[src/rtl/mini_cpu_param.sv]
// Parametrised mini CPU: one instruction per accept; single-cycle ALU ops, DATA_W-cycle shift-add multiply.
// Back-pressure: In_ready drops for the whole multiply; Done pulses the cycle after retirement.
module mini_cpu_param #(
    parameter int DATA_W = 8,
    parameter int NREG   = 4,
    localparam int RW      = $clog2(NREG),
    localparam int INSTR_W = 4 + 2 * RW + DATA_W
) (
    input  logic               Clock,
    input  logic               Reset_n,
    input  logic [INSTR_W-1:0] In,
    input  logic               In_valid,
    output logic               In_ready,
    output logic [DATA_W-1:0]  Out,
    output logic               Overflow,
    output logic               Busy,
    output logic               Done,
    input  logic [RW-1:0]      Dbg_sel,
    output logic [DATA_W-1:0]  Dbg_data
);

    localparam int CW = $clog2(DATA_W) + 1;

    localparam logic [3:0] OP_CLR = 4'd0;
    localparam logic [3:0] OP_LDI = 4'd1;
    localparam logic [3:0] OP_MOV = 4'd2;
    localparam logic [3:0] OP_ADD = 4'd3;
    localparam logic [3:0] OP_SHL = 4'd4;
    localparam logic [3:0] OP_SHR = 4'd5;
    localparam logic [3:0] OP_AND = 4'd6;
    localparam logic [3:0] OP_OR  = 4'd7;
    localparam logic [3:0] OP_CMP = 4'd8;
    localparam logic [3:0] OP_SUB = 4'd9;
    localparam logic [3:0] OP_MUL = 4'd10;

    typedef enum logic {S_IDLE, S_MUL} state_t;

    state_t state, state_nxt;

    logic [3:0]          op;
    logic [RW-1:0]       rd, rs;
    logic [DATA_W-1:0]   imm, a, b;
    logic                accept, mul_last;
    logic [DATA_W-1:0]   regs [NREG];
    logic [CW-1:0]       cnt;
    logic [2*DATA_W-1:0] acc, acc_nxt, mcand;
    logic [DATA_W-1:0]   mplier;

    assign op       = In[INSTR_W-1 -: 4];
    assign rd       = In[INSTR_W-5 -: RW];
    assign rs       = In[INSTR_W-5-RW -: RW];
    assign imm      = In[DATA_W-1:0];
    assign a        = regs[rd];
    assign b        = regs[rs];
    assign accept   = In_valid & In_ready;
    assign Dbg_data = regs[Dbg_sel];
    assign acc_nxt  = acc + (mplier[0] ? mcand : '0);

    always_ff @(posedge Clock) begin
        if (!Reset_n) state <= S_IDLE;
        else          state <= state_nxt;
    end

    always_comb begin
        state_nxt = state;
        In_ready  = 1'b0;
        Busy      = 1'b0;
        mul_last  = 1'b0;
        case (state)
            S_IDLE: begin
                In_ready = 1'b1;
                if (In_valid && op == OP_MUL) state_nxt = S_MUL;
            end
            S_MUL: begin
                Busy = 1'b1;
                if (cnt == CW'(DATA_W - 1)) begin
                    mul_last  = 1'b1;
                    state_nxt = S_IDLE;
                end
            end
            default: state_nxt = S_IDLE;
        endcase
    end

    always_ff @(posedge Clock) begin
        if (!Reset_n) begin
            for (int i = 0; i < NREG; i++) regs[i] <= '0;
            Out      <= '0;
            Overflow <= 1'b0;
            Done     <= 1'b0;
            acc      <= '0;
            mcand    <= '0;
            mplier   <= '0;
            cnt      <= '0;
        end else begin
            Done <= 1'b0;
            if (accept) begin
                Done <= (op != OP_MUL);
                case (op)
                    OP_CLR: begin
                        for (int i = 0; i < NREG; i++) regs[i] <= '0;
                        Out      <= '0;
                        Overflow <= 1'b0;
                    end
                    OP_LDI: regs[rd] <= imm;
                    OP_MOV: regs[rd] <= Out;
                    OP_ADD: {Overflow, Out} <= {1'b0, a} + {1'b0, b};
                    OP_SHL: begin
                        Out      <= {b[DATA_W-2:0], 1'b0};
                        Overflow <= b[DATA_W-1];
                    end
                    OP_SHR: begin
                        Out      <= {1'b0, b[DATA_W-1:1]};
                        Overflow <= 1'b0;
                    end
                    OP_AND: begin
                        Out      <= a & b;
                        Overflow <= 1'b0;
                    end
                    OP_OR: begin
                        Out      <= a | b;
                        Overflow <= 1'b0;
                    end
                    OP_CMP: begin
                        Out      <= (a < b) ? '1 : ((a == b) ? '0 : DATA_W'(1));
                        Overflow <= 1'b0;
                    end
                    OP_SUB: begin
                        Out      <= a - b;
                        Overflow <= (a < b);
                    end
                    OP_MUL: begin
                        // Operands captured here; the register file is not read again.
                        acc    <= '0;
                        mcand  <= {{DATA_W{1'b0}}, a};
                        mplier <= b;
                        cnt    <= '0;
                    end
                    default: ;
                endcase
            end else if (Busy) begin
                acc    <= acc_nxt;
                mcand  <= mcand << 1;
                mplier <= mplier >> 1;
                cnt    <= cnt + CW'(1);
                if (mul_last) begin
                    Out      <= acc_nxt[DATA_W-1:0];
                    Overflow <= |acc_nxt[2*DATA_W-1:DATA_W];
                    Done     <= 1'b1;
                end
            end
        end
    end

endmodule

[config.mk]
export PLATFORM = sky130hd
export DESIGN_NAME = mini_cpu_param
export DESIGN_NICKNAME = d
export VERILOG_FILES = /design/src/rtl/mini_cpu_param.sv
export SDC_FILE = /design/constraint.sdc
export NUM_CORES = 1
export LEC_CHECK = 0
export CAP_MARGIN = 30
export CORE_AREA = 4 4 92 137
export DETAILED_ROUTE_END_ITERATION = 16
export DIE_AREA = 0 0 96 141
export GPL_TIMING_DRIVEN = 0
export PLACE_DENSITY = 0.78
export SYNTH_ARGS = -nofsm -noshare
export SYNTH_HDL_FRONTEND = slang
export SYNTH_SLANG_ARGS = --single-unit
[constraint.sdc]
create_clock -name Clock -period 4.94 [get_ports Clock]
set_input_delay 1.482 -clock Clock [delete_from_list [all_inputs] [get_ports Clock]]
set_output_delay 1.482 -clock Clock [all_outputs]
set_load 0.05 [all_outputs]
==> results.tsv <==
metric	value	unit
run_status	finished, final reports clean	
gp_congestion	1.03	
final_antenna_net_count	0	
diodes	0	
reg2reg_to	Overflow	
synthAdderAreaFrac	0.0917	
finalHoldViolCount	0	
max-cap-violations	0	
syn_to_final_growth	14.4	%
fin_skew	0.00734	ns
fin_nets	785	
cts_tree	done	
yosysSeqAreaShare	0.337	
portBuffers	34	
drv_slew	0	
slew_headroom	0.505	
cp-end-kind	register	
hpwl	13.8	mm
dpl.cell_count	859	
startpoint_type	primary input	
r2r_start	mplier[0]	
yosys_warnings	0	
synth_ff_type	dfxtp_1	
avgSynthCellArea	9.06	um2
clockBufferDepth	2	
synth-edff-count	32	
syn_inst	675	
grt_pass1_wl	28.9	mm
die-area	0.0135	mm2
syn_area	0.00611	mm2
net-switching-power	618	uW
intPower	1360	uW
worst_pin_slew	0.738	ns
antenna_found_initial	0	
synth.area.mux_share	0.125	
cp.required	5.17	ns
routed_wl	18.1	mm
drt_iter0_drc	329	
setup_viol	0	
syn-num-nets	739	
power.leakage	0.00267	uW
grt_max_degree	16	
whs	0.460	ns
fp-row-count	48	
async_flop_share	0	
vias_per_cell	6.34	
ff2ff_setup_slack	1.44	ns
synth.most_common_cell	nor2_1	
ys_types	61	
pwr-share-comb	0.246	
fmax	205	MHz
p_seq_frac	0.401	
hold_path_class	register to register	
synth_common_cells	nor2_1, nand2_1, a21oi_1	
instances_no_fill	876	
synth-xor-area-share	0.0215	
hold_end	acc[6]	
clk_pin_slew	0.07	ns
synth_top_family_by_area	simple AND/OR/NAND/NOR gates	
path_class	primary input to register	
ys_ff_latch	87	
critPathMaxFanout	10	
yosysTopAreaCell	dfxtp_1	
grt_overflow	0	
ir_drop	203	uV
first_pass_iters	5	
min_from	acc[6]	
fill_cells	963	
synth_top_area_frac	0.180	
cts_buffers	9	
grt_usage	0.279	
cts_root_buf	clkbuf_16	
core	0.0115	mm2
initial_core_util	0.533	
min_period	4.87	ns
layout_worst_path_cycle_share	0.986	
htreeDepth	3	
cp.arrival	5.10	ns
drive_above_1_share	0.106	
fp.dieW	96	um
grt_pass1_vias	5714	
ioPinCount	41	
power.density	284	mW/mm2
fp.dieH	141	um
p_clk_frac	0.353	
wire_per_inst	20.6	um
hold_buffers	0	
r2r_cells	11	
num_vias	5553	
route.detailed.drc	0	
whs_path_depth	2	
swShare	0.312	
synthSimpleGateAreaFrac	0.192	
yosys-top-cells-area	dfxtp_1, edfxtp_1, mux4_2	
clkLatencyLatePin	0.34	ns
synth_compound_area_frac	0.186	
cts_sinks	87	
## layout make-up
| class | instances | area (um2) | area share |
|---|---|---|---|
| clock inverter | 6 | 68.8 | 0.00984 |
| timing repair buffer | 35 | 348 | 0.0497 |
| tap | 150 | 188 | 0.0268 |
| multi-input combinational | 515 | 3800 | 0.544 |
| buffer | 39 | 159 | 0.0227 |
| clock buffer | 10 | 239 | 0.0342 |
| inverter | 34 | 128 | 0.0183 |
| sequential | 87 | 2060 | 0.295 |
## worst max path at each step
| stage | from | depth (start not counted) | end | slack, ns |
|---|---|---|---|---|
| after floorplan | In[8] | 12 | Overflow | 0.71 |
| after CTS | In[10] | 13 | Overflow | 0.03 |
| final | In[10] | 13 | Overflow | 0.07 |
| after global routing | In[10] | 14 | Out[6] | -0.01 |
| after global placement | In[10] | 14 | Out[3] | -0.41 |
| after detailed placement | In[10] | 14 | Out[3] | -0.50 |
## stage by stage
stage          utilization  setup TNS (ns)  setup WS, ns  total power [uW]  cell area (um2)
2_1_floorplan            -               0         0.713              1130             6110
6_report             0.610               0        0.0672              1980             6990
3_5_place_dp         0.579           -3.53        -0.496              1270             6640
5_1_grt              0.610        -0.00987      -0.00987              2060             6990
4_1_cts              0.608               0        0.0349              1970             6980
3_3_place_gp         0.579           -2.67        -0.406              1250             6640
## critical path: stages
cell and delay, ns:
clkdlybuf4s50_1 0.51, buf_4 0.24, mux4_2 0.61, ha_1 0.28, fa_1 0.43, a21o_1 0.20, a21oi_1 0.32, o31ai_1 0.17
a211o_1 0.33, o211ai_1 0.12, a311oi_2 0.18, a32oi_1 0.18, nand2_1 0.07
## power by group through the flow
stage,logic (uW),clock network (uW),registers (uW)
2_1_floorplan,307,0,822
6_report,488,699,796
3_5_place_dp,459,0,809
5_1_grt,522,741,798
3_3_place_gp,444,0,806
4_1_cts,470,704,795
## flip-flops by register name, indices dropped and copies added, names as in the netlist
signal	flops
Done	1
Out	8
Overflow	1
acc	16
cnt	4
mcand	16
mplier	8
regs	32
state	1
## repair_timing
action / CTS / global route
pin swaps: 1 / 0
resized for setup: 4 / 5
endpoints found under the setup margin: 6 / 8
setup buffers: 1 / 0
## placed cells by master, fill, tap and decap left out, types with 4 or more instances in the layout
| cell type | instances |
|---|---|
| a211oi_1 | 5 |
| a21o_1 | 7 |
| a21oi_1 | 54 |
| a22oi_1 | 5 |
| a311oi_1 | 15 |
| and2_1 | 16 |
| buf_1 | 5 |
| buf_2 | 6 |
| clkbuf_1 | 26 |
| clkbuf_16 | 9 |
| clkdlybuf4s50_1 | 34 |
| dfxtp_1 | 55 |
| edfxtp_1 | 32 |
| ha_1 | 40 |
| inv_1 | 33 |
| mux2i_1 | 11 |
| mux4_2 | 29 |
| nand2_1 | 72 |
| nand2b_1 | 10 |
| nand3_1 | 5 |
| nor2_1 | 90 |
| nor2b_1 | 5 |
| nor3_1 | 8 |
| nor3b_1 | 17 |
| nor4_1 | 4 |
| o211ai_1 | 9 |
| o21ai_0 | 23 |
| o21ai_1 | 5 |
| o21bai_1 | 5 |
| or2_2 | 5 |
| or3_1 | 6 |
| xnor2_1 | 10 |
| xor2_1 | 5 |
## kinds of logic after synthesis
family                     after synthesis
and+or+nand+nor                        249
adders and majority gates               43
DFF                                     87
AOI/OAI and AO/OA                      168
muxes                                   40
buffers and inverters                   73
xor gates and xnor gates                15
## routing by layer
metal  global-route usage  wire length (um)
met5                    0                 0
met4                0.173              1210
met3               0.0513               986
met1                0.283              6100
met2                0.507              9770
Power figures use the tool's default switching activity.
